$ cat config.mk
export PLATFORM = sky130hd
export DESIGN_NAME = pll_dphase_ctrl_flat
export DESIGN_NICKNAME = d
export VERILOG_FILES = /design/src/rtl/pll_dphase_ctrl_if.sv /design/src/rtl/pll_dphase_ctrl.sv /design/src/flat_wrapper.sv
export SDC_FILE = /design/constraint.sdc
export NUM_CORES = 1
export LEC_CHECK = 0
export CAP_MARGIN = 5
export CORE_ASPECT_RATIO = 0.9
export CORE_MARGIN = 1.5
export CORE_UTILIZATION = 25
export DETAILED_ROUTE_END_ITERATION = 7
export SLEW_MARGIN = 20
export SYNTH_ARGS = -nofsm -noshare
export SYNTH_HDL_FRONTEND = slang
export SYNTH_SLANG_ARGS = --single-unit
$ cat constraint.sdc
create_clock -name clk_i -period 3.35 [get_ports clk_i]
set_input_delay 0.67 -clock clk_i [delete_from_list [all_inputs] [get_ports clk_i]]
set_output_delay 0.67 -clock clk_i [all_outputs]
set_load 0.01 [all_outputs]
$ cat src/rtl/pll_dphase_ctrl_if.sv
// Phase-shift request handshake plus completion status for pll_dphase_ctrl.
interface pll_dphase_ctrl_if #(
  parameter int unsigned CW = 8
) ();
  logic          req_valid;
  logic          req_ready;
  logic [1:0]    req_chan;
  logic          req_dir;
  logic [CW-1:0] req_count;
  logic          busy;
  logic          done;
  logic          err;

  modport master (
    output req_valid, req_chan, req_dir, req_count,
    input  req_ready, busy, done, err
  );

  modport slave (
    input  req_valid, req_chan, req_dir, req_count,
    output req_ready, busy, done, err
  );
endinterface

$ cat src/rtl/pll_dphase_ctrl.sv
// Sequences PLL dynamic-phase pins (phasesel/phasedir/phasestep) for a requested number of
// steps and tracks each output's phase position modulo PHASE_STEPS.
module pll_dphase_ctrl #(
  parameter int unsigned N_OUT        = 3,
  parameter int unsigned PHASE_STEPS  = 16,
  parameter int unsigned SETUP        = 2,
  parameter int unsigned STEP_LO      = 4,
  parameter int unsigned STEP_HI      = 4,
  parameter int unsigned LOCK_TIMEOUT = 100,
  parameter int unsigned CW           = 8,
  localparam int unsigned PW = (PHASE_STEPS > 1) ? $clog2(PHASE_STEPS) : 1
) (
  input  logic                 clk_i,
  input  logic                 reset_i,
  pll_dphase_ctrl_if.slave     req_if,
  input  logic                 pll_locked_i,
  output logic [1:0]           phasesel_o,
  output logic                 phasedir_o,
  output logic                 phasestep_o,
  output logic                 phaseloadreg_o,
  output logic [N_OUT*PW-1:0]  phase_pos_o
);

  localparam int unsigned TMaxA = (SETUP > STEP_LO) ? SETUP : STEP_LO;
  localparam int unsigned TMaxB = (STEP_HI > LOCK_TIMEOUT) ? STEP_HI : LOCK_TIMEOUT;
  localparam int unsigned TMax  = (TMaxA > TMaxB) ? TMaxA : TMaxB;
  localparam int unsigned TW    = $clog2(TMax + 1);
  localparam logic [2:0]  NOut  = 3'(N_OUT);

  typedef enum logic [2:0] {
    StIdle, StSetup, StStepLo, StStepHi, StWaitLock, StReport
  } state_e;

  state_e        state_q, state_d;
  logic [TW-1:0] tmr_q, tmr_d;
  logic [CW-1:0] steps_q, steps_d;
  logic [1:0]    chan_q, chan_d;
  logic          dir_q, dir_d;
  logic [PW-1:0] pos_q [N_OUT];
  logic [PW-1:0] pos_d [N_OUT];
  logic          ready_q, ready_d;
  logic          busy_q, busy_d;
  logic          done_q, done_d;
  logic          err_q, err_d;
  logic          step_q, step_d;
  logic          load_q;

  always_comb begin
    state_d = state_q;
    tmr_d   = tmr_q;
    steps_d = steps_q;
    chan_d  = chan_q;
    dir_d   = dir_q;
    pos_d   = pos_q;
    done_d  = 1'b0;
    err_d   = 1'b0;

    unique case (state_q)
      StIdle: begin
        if (req_if.req_valid && ready_q) begin
          chan_d  = req_if.req_chan;
          dir_d   = req_if.req_dir;
          steps_d = req_if.req_count;
          tmr_d   = '0;
          if (({1'b0, req_if.req_chan} >= NOut) || !pll_locked_i) begin
            state_d = StReport;
            err_d   = 1'b1;
          end else if (req_if.req_count == '0) begin
            state_d = StReport;
            done_d  = 1'b1;
          end else begin
            state_d = StSetup;
          end
        end
      end
      StSetup: begin
        if (!pll_locked_i) begin
          state_d = StReport;
          err_d   = 1'b1;
        end else if (tmr_q == TW'(SETUP - 1)) begin
          state_d = StStepLo;
          tmr_d   = '0;
        end else begin
          tmr_d = tmr_q + TW'(1);
        end
      end
      StStepLo: begin
        // A low phase cut short by lock loss never reaches the position update.
        if (!pll_locked_i) begin
          state_d = StReport;
          err_d   = 1'b1;
        end else if (tmr_q == TW'(STEP_LO - 1)) begin
          state_d = StStepHi;
          tmr_d   = '0;
          for (int i = 0; i < N_OUT; i++) begin
            if (chan_q == 2'(i)) begin
              if (dir_q) begin
                pos_d[i] = (pos_q[i] == '0) ? PW'(PHASE_STEPS - 1) : pos_q[i] - PW'(1);
              end else begin
                pos_d[i] = (pos_q[i] == PW'(PHASE_STEPS - 1)) ? '0 : pos_q[i] + PW'(1);
              end
            end
          end
        end else begin
          tmr_d = tmr_q + TW'(1);
        end
      end
      StStepHi: begin
        if (!pll_locked_i) begin
          state_d = StReport;
          err_d   = 1'b1;
        end else if (tmr_q == TW'(STEP_HI - 1)) begin
          tmr_d = '0;
          if (steps_q == CW'(1)) begin
            state_d = StWaitLock;
          end else begin
            steps_d = steps_q - CW'(1);
            state_d = StStepLo;
          end
        end else begin
          tmr_d = tmr_q + TW'(1);
        end
      end
      StWaitLock: begin
        if (pll_locked_i) begin
          state_d = StReport;
          done_d  = 1'b1;
        end else if (tmr_q == TW'(LOCK_TIMEOUT - 1)) begin
          state_d = StReport;
          err_d   = 1'b1;
        end else begin
          tmr_d = tmr_q + TW'(1);
        end
      end
      StReport: state_d = StIdle;
      default:  state_d = StIdle;
    endcase
  end

  // Outputs are registered from the next state so they line up with state_q.
  assign ready_d = (state_d == StIdle);
  assign busy_d  = (state_d != StIdle);
  assign step_d  = (state_d != StStepLo);

  always_ff @(posedge clk_i) begin
    if (reset_i) begin
      state_q <= StIdle;
      tmr_q   <= '0;
      steps_q <= '0;
      chan_q  <= '0;
      dir_q   <= 1'b0;
      pos_q   <= '{default: '0};
      ready_q <= 1'b0;
      busy_q  <= 1'b0;
      done_q  <= 1'b0;
      err_q   <= 1'b0;
      step_q  <= 1'b1;
      load_q  <= 1'b1;
    end else begin
      state_q <= state_d;
      tmr_q   <= tmr_d;
      steps_q <= steps_d;
      chan_q  <= chan_d;
      dir_q   <= dir_d;
      pos_q   <= pos_d;
      ready_q <= ready_d;
      busy_q  <= busy_d;
      done_q  <= done_d;
      err_q   <= err_d;
      step_q  <= step_d;
      load_q  <= 1'b1;
    end
  end

  assign req_if.req_ready = ready_q;
  assign req_if.busy      = busy_q;
  assign req_if.done      = done_q;
  assign req_if.err       = err_q;
  assign phasesel_o       = chan_q;
  assign phasedir_o       = dir_q;
  assign phasestep_o      = step_q;
  assign phaseloadreg_o   = load_q;

  for (genvar g = 0; g < N_OUT; g++) begin : g_pos
    assign phase_pos_o[g*PW +: PW] = pos_q[g];
  end

endmodule

$ cat src/flat_wrapper.sv
// flat-port wrapper written by rule: the top's interface ports become plain ports
module pll_dphase_ctrl_flat 
#(
  parameter int unsigned N_OUT        = 3,
  parameter int unsigned PHASE_STEPS  = 16,
  parameter int unsigned SETUP        = 2,
  parameter int unsigned STEP_LO      = 4,
  parameter int unsigned STEP_HI      = 4,
  parameter int unsigned LOCK_TIMEOUT = 100,
  parameter int unsigned CW           = 8,
  localparam int unsigned PW = (PHASE_STEPS > 1) ? $clog2(PHASE_STEPS) : 1
)
  (clk_i, reset_i, pll_locked_i, phasesel_o, phasedir_o, phasestep_o, phaseloadreg_o, phase_pos_o, req_if_req_valid, req_if_req_chan, req_if_req_dir, req_if_req_count, req_if_req_ready, req_if_busy, req_if_done, req_if_err);
  pll_dphase_ctrl_if #(.CW(CW)) req_if_i ();
  input  logic clk_i;
  input  logic reset_i;
  input  logic pll_locked_i;
  output logic [1:0] phasesel_o;
  output logic phasedir_o;
  output logic phasestep_o;
  output logic phaseloadreg_o;
  output logic [N_OUT*PW-1:0] phase_pos_o;
  input wire logic [$bits(req_if_i.req_valid)-1:0] req_if_req_valid;
  input wire logic [$bits(req_if_i.req_chan)-1:0] req_if_req_chan;
  input wire logic [$bits(req_if_i.req_dir)-1:0] req_if_req_dir;
  input wire logic [$bits(req_if_i.req_count)-1:0] req_if_req_count;
  output wire logic [$bits(req_if_i.req_ready)-1:0] req_if_req_ready;
  output wire logic [$bits(req_if_i.busy)-1:0] req_if_busy;
  output wire logic [$bits(req_if_i.done)-1:0] req_if_done;
  output wire logic [$bits(req_if_i.err)-1:0] req_if_err;
  assign req_if_i.req_valid = req_if_req_valid;
  assign req_if_i.req_chan = req_if_req_chan;
  assign req_if_i.req_dir = req_if_req_dir;
  assign req_if_i.req_count = req_if_req_count;
  assign req_if_req_ready = req_if_i.req_ready;
  assign req_if_busy = req_if_i.busy;
  assign req_if_done = req_if_i.done;
  assign req_if_err = req_if_i.err;
  pll_dphase_ctrl #(.N_OUT(N_OUT), .PHASE_STEPS(PHASE_STEPS), .SETUP(SETUP), .STEP_LO(STEP_LO), .STEP_HI(STEP_HI), .LOCK_TIMEOUT(LOCK_TIMEOUT), .CW(CW)) u_core (.clk_i(clk_i), .reset_i(reset_i), .req_if(req_if_i), .pll_locked_i(pll_locked_i), .phasesel_o(phasesel_o), .phasedir_o(phasedir_o), .phasestep_o(phasestep_o), .phaseloadreg_o(phaseloadreg_o), .phase_pos_o(phase_pos_o));
endmodule
==> After elaboration in Yosys (flattened, before gate mapping) <==
Index checks and enable logic that the tools add are counted.
{ "word_totals": {"regBits": 38, "inputBits": 15, "out_inout_bits": 21, "word_cells": 111} }
{ "classes": {"add_sub_neg": 8, "magnitude_cmp": 1, "n_eq_ne": 22, "mux": 46, "reduce_logical": 21} }
{ "op_table": {"columns": ["cell", "count"], "rows": [
  ["2-to-1 mux 7 bit", 7],
  ["2-to-1 mux 3 bit", 12],
  ["2-to-1 mux 4 bit", 9],
  ["2-to-1 mux 8 bit", 4],
  ["case mux 7 bit (4 select lines)", 1],
  ["case mux 8 bit (2 select lines)", 1],
  ["case mux 3 bit (5 select lines)", 1],
  ["adder 4 x 1 -> 4 bit, second input constant", 3],
  ["== test 4 bit, second input constant", 3],
  ["logical NOT 4 bit", 3],
  ["AND reduction 4 bit", 3],
  ["subtractor 4 x 1 -> 4 bit, second input constant", 3],
  ["inequality test 2 bit, second input constant", 5],
  ["2-to-1 mux 1 bit", 9],
  ["== test 8 x 1 -> 1 bit, second input constant", 1],
  ["logical NOT 8 bit", 1],
  ["subtractor 8 x 1 -> 8 bit, second input constant", 1],
  ["adder 7 x 1 -> 7 bit, second input constant", 1],
  ["== test 7 x 1 -> 1 bit, second input constant", 1],
  ["== test 7 x 2 -> 1 bit, second input constant", 1],
  ["== test 7 bit, second input constant", 1],
  ["== test 3 x 2 -> 1 bit, second input constant", 2],
  ["logical NOT 3 bit", 2],
  ["inequality test 2 x 1 -> 1 bit, second input constant", 3],
  ["other kinds (20)", 20]
]} }

==> Depth between registers and ports, before layout <==
{ "logic_depth": {"ltp_word": 6, "mapped_depth": 8, "depth_no_buf": 7} }

==> Least setup slack after synthesis <==
Ideal clock, no wire load.
{ "synth_path": {"path_kind": "input to register", "from": "input port pll_locked_i", "to": "register u_core.steps_q[3]", "setup_ns": 0.116, "arrival_time_ns": 2.118, "required_ns": 3.234, "path_slack_ns": 1.116, "stages": 7, "path_buffers": 2, "path_cell_list": "buf_2 > or3b_1 > a2111oi_4 > or2_1 > buf_4 > o21ai_1 > a31o_1"} }
{ "synth_via": {"elab_chain_len": 2} }
{ "synth_lines": {"columns": ["element", "line", "text"], "rows": [
  ["from (decl)", "flat_wrapper.sv:17", "input logic pll_locked_i;"],
  ["inequality test 2 bit (no source line)", null, null],
  ["AND reduction 5 bit (no source line)", null, null],
  ["to (signal assigned)", "pll_dphase_ctrl.sv:162", "steps_q <= steps_d;"],
  ["to (decl)", "pll_dphase_ctrl.sv:36", "logic [CW-1:0] steps_q, steps_d;"]
]} }
Every way passes these cells.
A chain may end at the register's enable or synchronous reset.

==> Final worst setup path <==
Ends and elaborated chain as after synthesis.

==> run summary <==
STATUS
-----------------------------------------------------------------------------------------------------
Result of the run ......................................................................    completed

LOGIC SYNTHESIS
-----------------------------------------------------------------------------------------------------
Number of enable flip-flop cells after synthesis .......................................            0
Post-synth ARST share ..................................................................           0%
Synthesized cell area ..................................................................     2540 µm²
Post-synth top area cell ............................................................... sky130_fd_sc_hd__dfxtp_1
Compound-Gate Fraction of Synth Area ...................................................        26.0%
Post-synthesis share of cell area spent on and, or, nand and nor gates .................        29.8%
Main combinational cell family by area after synthesis ................................. simple AND/OR/NAND/NOR gates
Netlist cell types .....................................................................           63
Number of instances in the synthesized netlist .........................................          318
Ranking of synthesized cells by area ................................................... sky130_fd_sc_hd__dfxtp_1 30%, sky130_fd_sc_hd__ha_1 6.4%, sky130_fd_sc_hd__a21oi_1 5.9%, sky130_fd_sc_hd__nand2_1 4.6%, sky130_fd_sc_hd__nor2_1 3.0%
Sequential-to-total area share from yosys stat .........................................        29.9%
Post-synthesis share of cell area spent on full adders, half adders and majority gates .        6.40%
Number of warnings issued by yosys .....................................................            0
Xor-xnor portion of the synthesized cell area ..........................................        1.03%
Area share of the leading cell type in the synthesized netlist .........................        29.9%
Synthesis-stage register bit count .....................................................           38
Fraction of synthesized area in multiplexers ...........................................       0.788%
Prevailing post-synth register cell .................................................... sky130_fd_sc_hd__dfxtp_1
Syn_area_per_cell ......................................................................     7.99 µm²
Mapped Nets ............................................................................          346

STA
-----------------------------------------------------------------------------------------------------
Highest attainable clock frequency .....................................................      377 MHz
Clock Skew .............................................................................   0.00266 ns
Slew Limit Fails .......................................................................            0
Fin crit share .........................................................................        79.1%
Crit path time final ...................................................................      2.65 ns
Setup repair after global routing missed its margin ....................................        false
Sum of negative setup slack ............................................................         0 ns
Worst hold slack across all endpoints ..................................................     0.486 ns
Relative slew slack ....................................................................        56.7%
Final-report setup violation count .....................................................            0
Worst-Margin Slew ......................................................................     0.644 ns
Final Hold Viols .......................................................................            0

DRT
-----------------------------------------------------------------------------------------------------
Average vias per placed instance .......................................................         5.21
Detailed-route wire length per cell ....................................................      13.4 µm
Total wire length ......................................................................      6290 µm
Residual DRC ...........................................................................            0
Total number of vias ...................................................................         2454
Uppermost layer routed .................................................................         met4
1st-iter DRT viols .....................................................................          108
Number of search-and-repair iterations in the first detailed-routing pass ..............            4
Met2 wirelength from detailed routing ..................................................      2840 µm
Post-DRT Antenna Nets ..................................................................            0
Detail Route met3 WL ...................................................................       180 µm
Met1 WL ................................................................................      3100 µm

CRITICAL PATH
-----------------------------------------------------------------------------------------------------
Crit path capture type .................................................................     register
Setup slack on the worst flop-to-flop path .............................................      1.12 ns
Reg-to-reg critical path startpoint .................................................... u_core.tmr_q[0]
Required time worst endpoint ...........................................................      3.51 ns
Worst Path Max Fanout ..................................................................            9
RR Endpoint ............................................................................ u_core.steps_q[3]
Critical Path Start Type ...............................................................   input port
Start-to-end type of the worst setup path .............................................. input port to register
Worst Reg-to-Reg Cells .................................................................            6
Data arrival time at the worst-slack endpoint ..........................................      2.82 ns

CLOCKING
-----------------------------------------------------------------------------------------------------
Worst-skew pair later-pin latency ......................................................      0.27 ns
Post-CTS Hold Buffers ..................................................................            0
Maximum clock insertion buffer count ...................................................            2
Clock edge transition at the registers on the reported setup and hold paths ............      0.05 ns
Num Clock Sinks ........................................................................           38
Post-CTS setup-driven buffer insertion count ...........................................            0
Cells resized by post-CTS repair .......................................................            0
H-Tree Level Count .....................................................................            2
Clock tree from TritonCTS ..............................................................          yes
CTS Root Cell .......................................................................... sky130_fd_sc_hd__clkbuf_16
Inserted Clock Buffers .................................................................            5

GLOBAL ROUTE
-----------------------------------------------------------------------------------------------------
Total global routing track utilization .................................................        12.1%
Largest net degree at the start of global routing ......................................           34
First-pass GRT wire length .............................................................     10700 µm
Total gr overflow ......................................................................            0
Number of global-route vias before repair ..............................................         2338
Initial antenna violation count ........................................................            0

DIE
-----------------------------------------------------------------------------------------------------
Number of standard-cell rows in the floorplan ..........................................           34
Floorplan die width ....................................................................       109 µm
Number of I/O pins .....................................................................           36
Initial Utilization ....................................................................        26.0%
Total core area ........................................................................     9780 µm²
Vert. Die Dim ..........................................................................      98.6 µm
Area of the die ........................................................................    10800 µm²

FLOW RUN
-----------------------------------------------------------------------------------------------------
Max-cap check violation count ..........................................................            0

PLACE
-----------------------------------------------------------------------------------------------------
Number of buffer cells added on primary ports ..........................................           34
Final weighted congestion of routability-driven global placement .......................        0.812
Detailed placer's ending HPWL ..........................................................      4530 µm

FINISH
-----------------------------------------------------------------------------------------------------
FF/Latch Area ..........................................................................      761 µm²
Filler Cells Inserted ..................................................................         1031
Layout area overhead ...................................................................        23.0%
Final net count ........................................................................          372
Area of the multi-input gates ..........................................................     1630 µm²
Number of diodes .......................................................................            0
Proportion of layout cells with a drive suffix above 1 .................................        6.96%

HOLD PATH
-----------------------------------------------------------------------------------------------------
Hold depth .............................................................................            2
WHS Endpoint ........................................................................... u_core.steps_q[1]
Path class of the lowest-slack min-delay path .......................................... register to register
Startpoint of the tightest hold check path ............................................. u_core.steps_q[1]

PWR
-----------------------------------------------------------------------------------------------------
Power per Cell Area ....................................................................   406 nW/µm²
Maximum resistive drop on vdd ..........................................................     0.214 mV
Leakage power ..........................................................................      1.06 nW

[per-stage QoR]
step                      util [%]  worst slack, ns  power [mW]  instances  instance area (µm²)
after floorplan                  -             1.12       0.714        318                 2540
after global placement        30.4            0.509       0.805        463                 2980
after detailed placement      30.4            0.416       0.807        463                 2980
after CTS                     31.9            0.703        1.28        471                 3130
after global routing          31.9            0.580        1.34        471                 3130
final                         31.9            0.699        1.27        471                 3130
[final cells by class]
type	count	share of cell area, %
inverters	15	1.80
clock buffers	7	4.56
well taps	126	5.04
repair buffers	38	11.8
clock inverters	1	0.160
flip-flops and latches	38	24.3
multi-input cells	246	52.2
[routing by layer]
metal	track usage (%)	vias up
met5	0	-
met4	4.90	0
met3	1.98	12
met2	18.9	47
met1	16.4	1151
li1	-	1244
[how the worst max path moves through the flow]
stage	from	to	slack [ns]	cells past startpoint
after floorplan	pll_locked_i	u_core.steps_q[3]	1.12	7
after global placement	pll_locked_i	u_core.steps_q[3]	0.51	6
after detailed placement	pll_locked_i	u_core.steps_q[3]	0.42	6
after CTS	pll_locked_i	u_core.steps_q[3]	0.70	6
after global routing	pll_locked_i	u_core.steps_q[3]	0.58	6
final	pll_locked_i	u_core.steps_q[3]	0.70	6
[critical path, cell delays in order]
cell	delay, ns
sky130_fd_sc_hd__clkdlybuf4s50_1	0.64
sky130_fd_sc_hd__or3b_1	0.42
sky130_fd_sc_hd__a2111oi_4	0.45
sky130_fd_sc_hd__or2_1	0.28
sky130_fd_sc_hd__o21ai_1	0.12
sky130_fd_sc_hd__a31o_1	0.23
[registers in the layout (all words and copies together) (netlist names), 2 cells and up]
name / cells
u_core.tmr_q: 7
u_core.steps_q: 8
u_core.phase_pos_o: 12
u_core.state_q: 3
u_core.phasesel_o: 2
[cell families after synthesis]
family / count (synthesis)
other cells: 1
mux: 2
flops: 38
fa+ha+maj: 13
compound gates: 98
simple gates: 129
xor+xnor: 3
buf+inv: 34
[cells in the mapped netlist, types with 3 or more instances]
cell type,count
sky130_fd_sc_hd__a311oi_1,3
sky130_fd_sc_hd__nand4b_1,4
sky130_fd_sc_hd__and3_1,4
sky130_fd_sc_hd__and2_1,3
sky130_fd_sc_hd__a21oi_1,30
sky130_fd_sc_hd__o21ai_0,13
sky130_fd_sc_hd__ha_1,13
sky130_fd_sc_hd__nor2_1,20
sky130_fd_sc_hd__o22ai_1,3
sky130_fd_sc_hd__o31ai_1,4
sky130_fd_sc_hd__inv_1,15
sky130_fd_sc_hd__or4_1,3
sky130_fd_sc_hd__a211oi_1,6
sky130_fd_sc_hd__nand2_1,31
sky130_fd_sc_hd__nor3_1,11
sky130_fd_sc_hd__buf_2,4
sky130_fd_sc_hd__clkbuf_1,11
sky130_fd_sc_hd__nor2b_1,9
sky130_fd_sc_hd__nand3_1,11
sky130_fd_sc_hd__xnor2_1,3
sky130_fd_sc_hd__a31oi_1,10
sky130_fd_sc_hd__a2bb2oi_1,3
sky130_fd_sc_hd__nand4_1,3
sky130_fd_sc_hd__dfxtp_1,38
sky130_fd_sc_hd__o41ai_1,5
sky130_fd_sc_hd__nand3b_1,5
[cells in the final DEF, fill, tap and decap left out, drive strengths merged, types with 3 or more instances in the layout]
cell type,netlist,layout
a211oi,6,6
clkbuf,11,7
nand4b,4,4
nor4b,5,5
nor2b,9,9
o22ai,3,3
a311oi,3,3
and3,4,4
o41ai,5,5
nand3,11,11
nand2,31,31
a2bb2oi,3,3
buf,8,4
or2,3,3
o31ai,4,4
xnor2,3,3
a31oi,10,10
o21ai,15,15
a21oi,30,30
ha,13,13
and2,3,3
clkdlybuf4s50,0,34
or4,3,3
nor3,13,13
nand3b,5,5
dfxtp,38,38
inv,15,15
nor2,21,21
nand4,3,3
[report_power, final]
part	internal, mW	switching [mW]
registers	0.480	0.0374
logic	0.122	0.160
clock network	0.295	0.175
(Power assumes the default switching activity.)
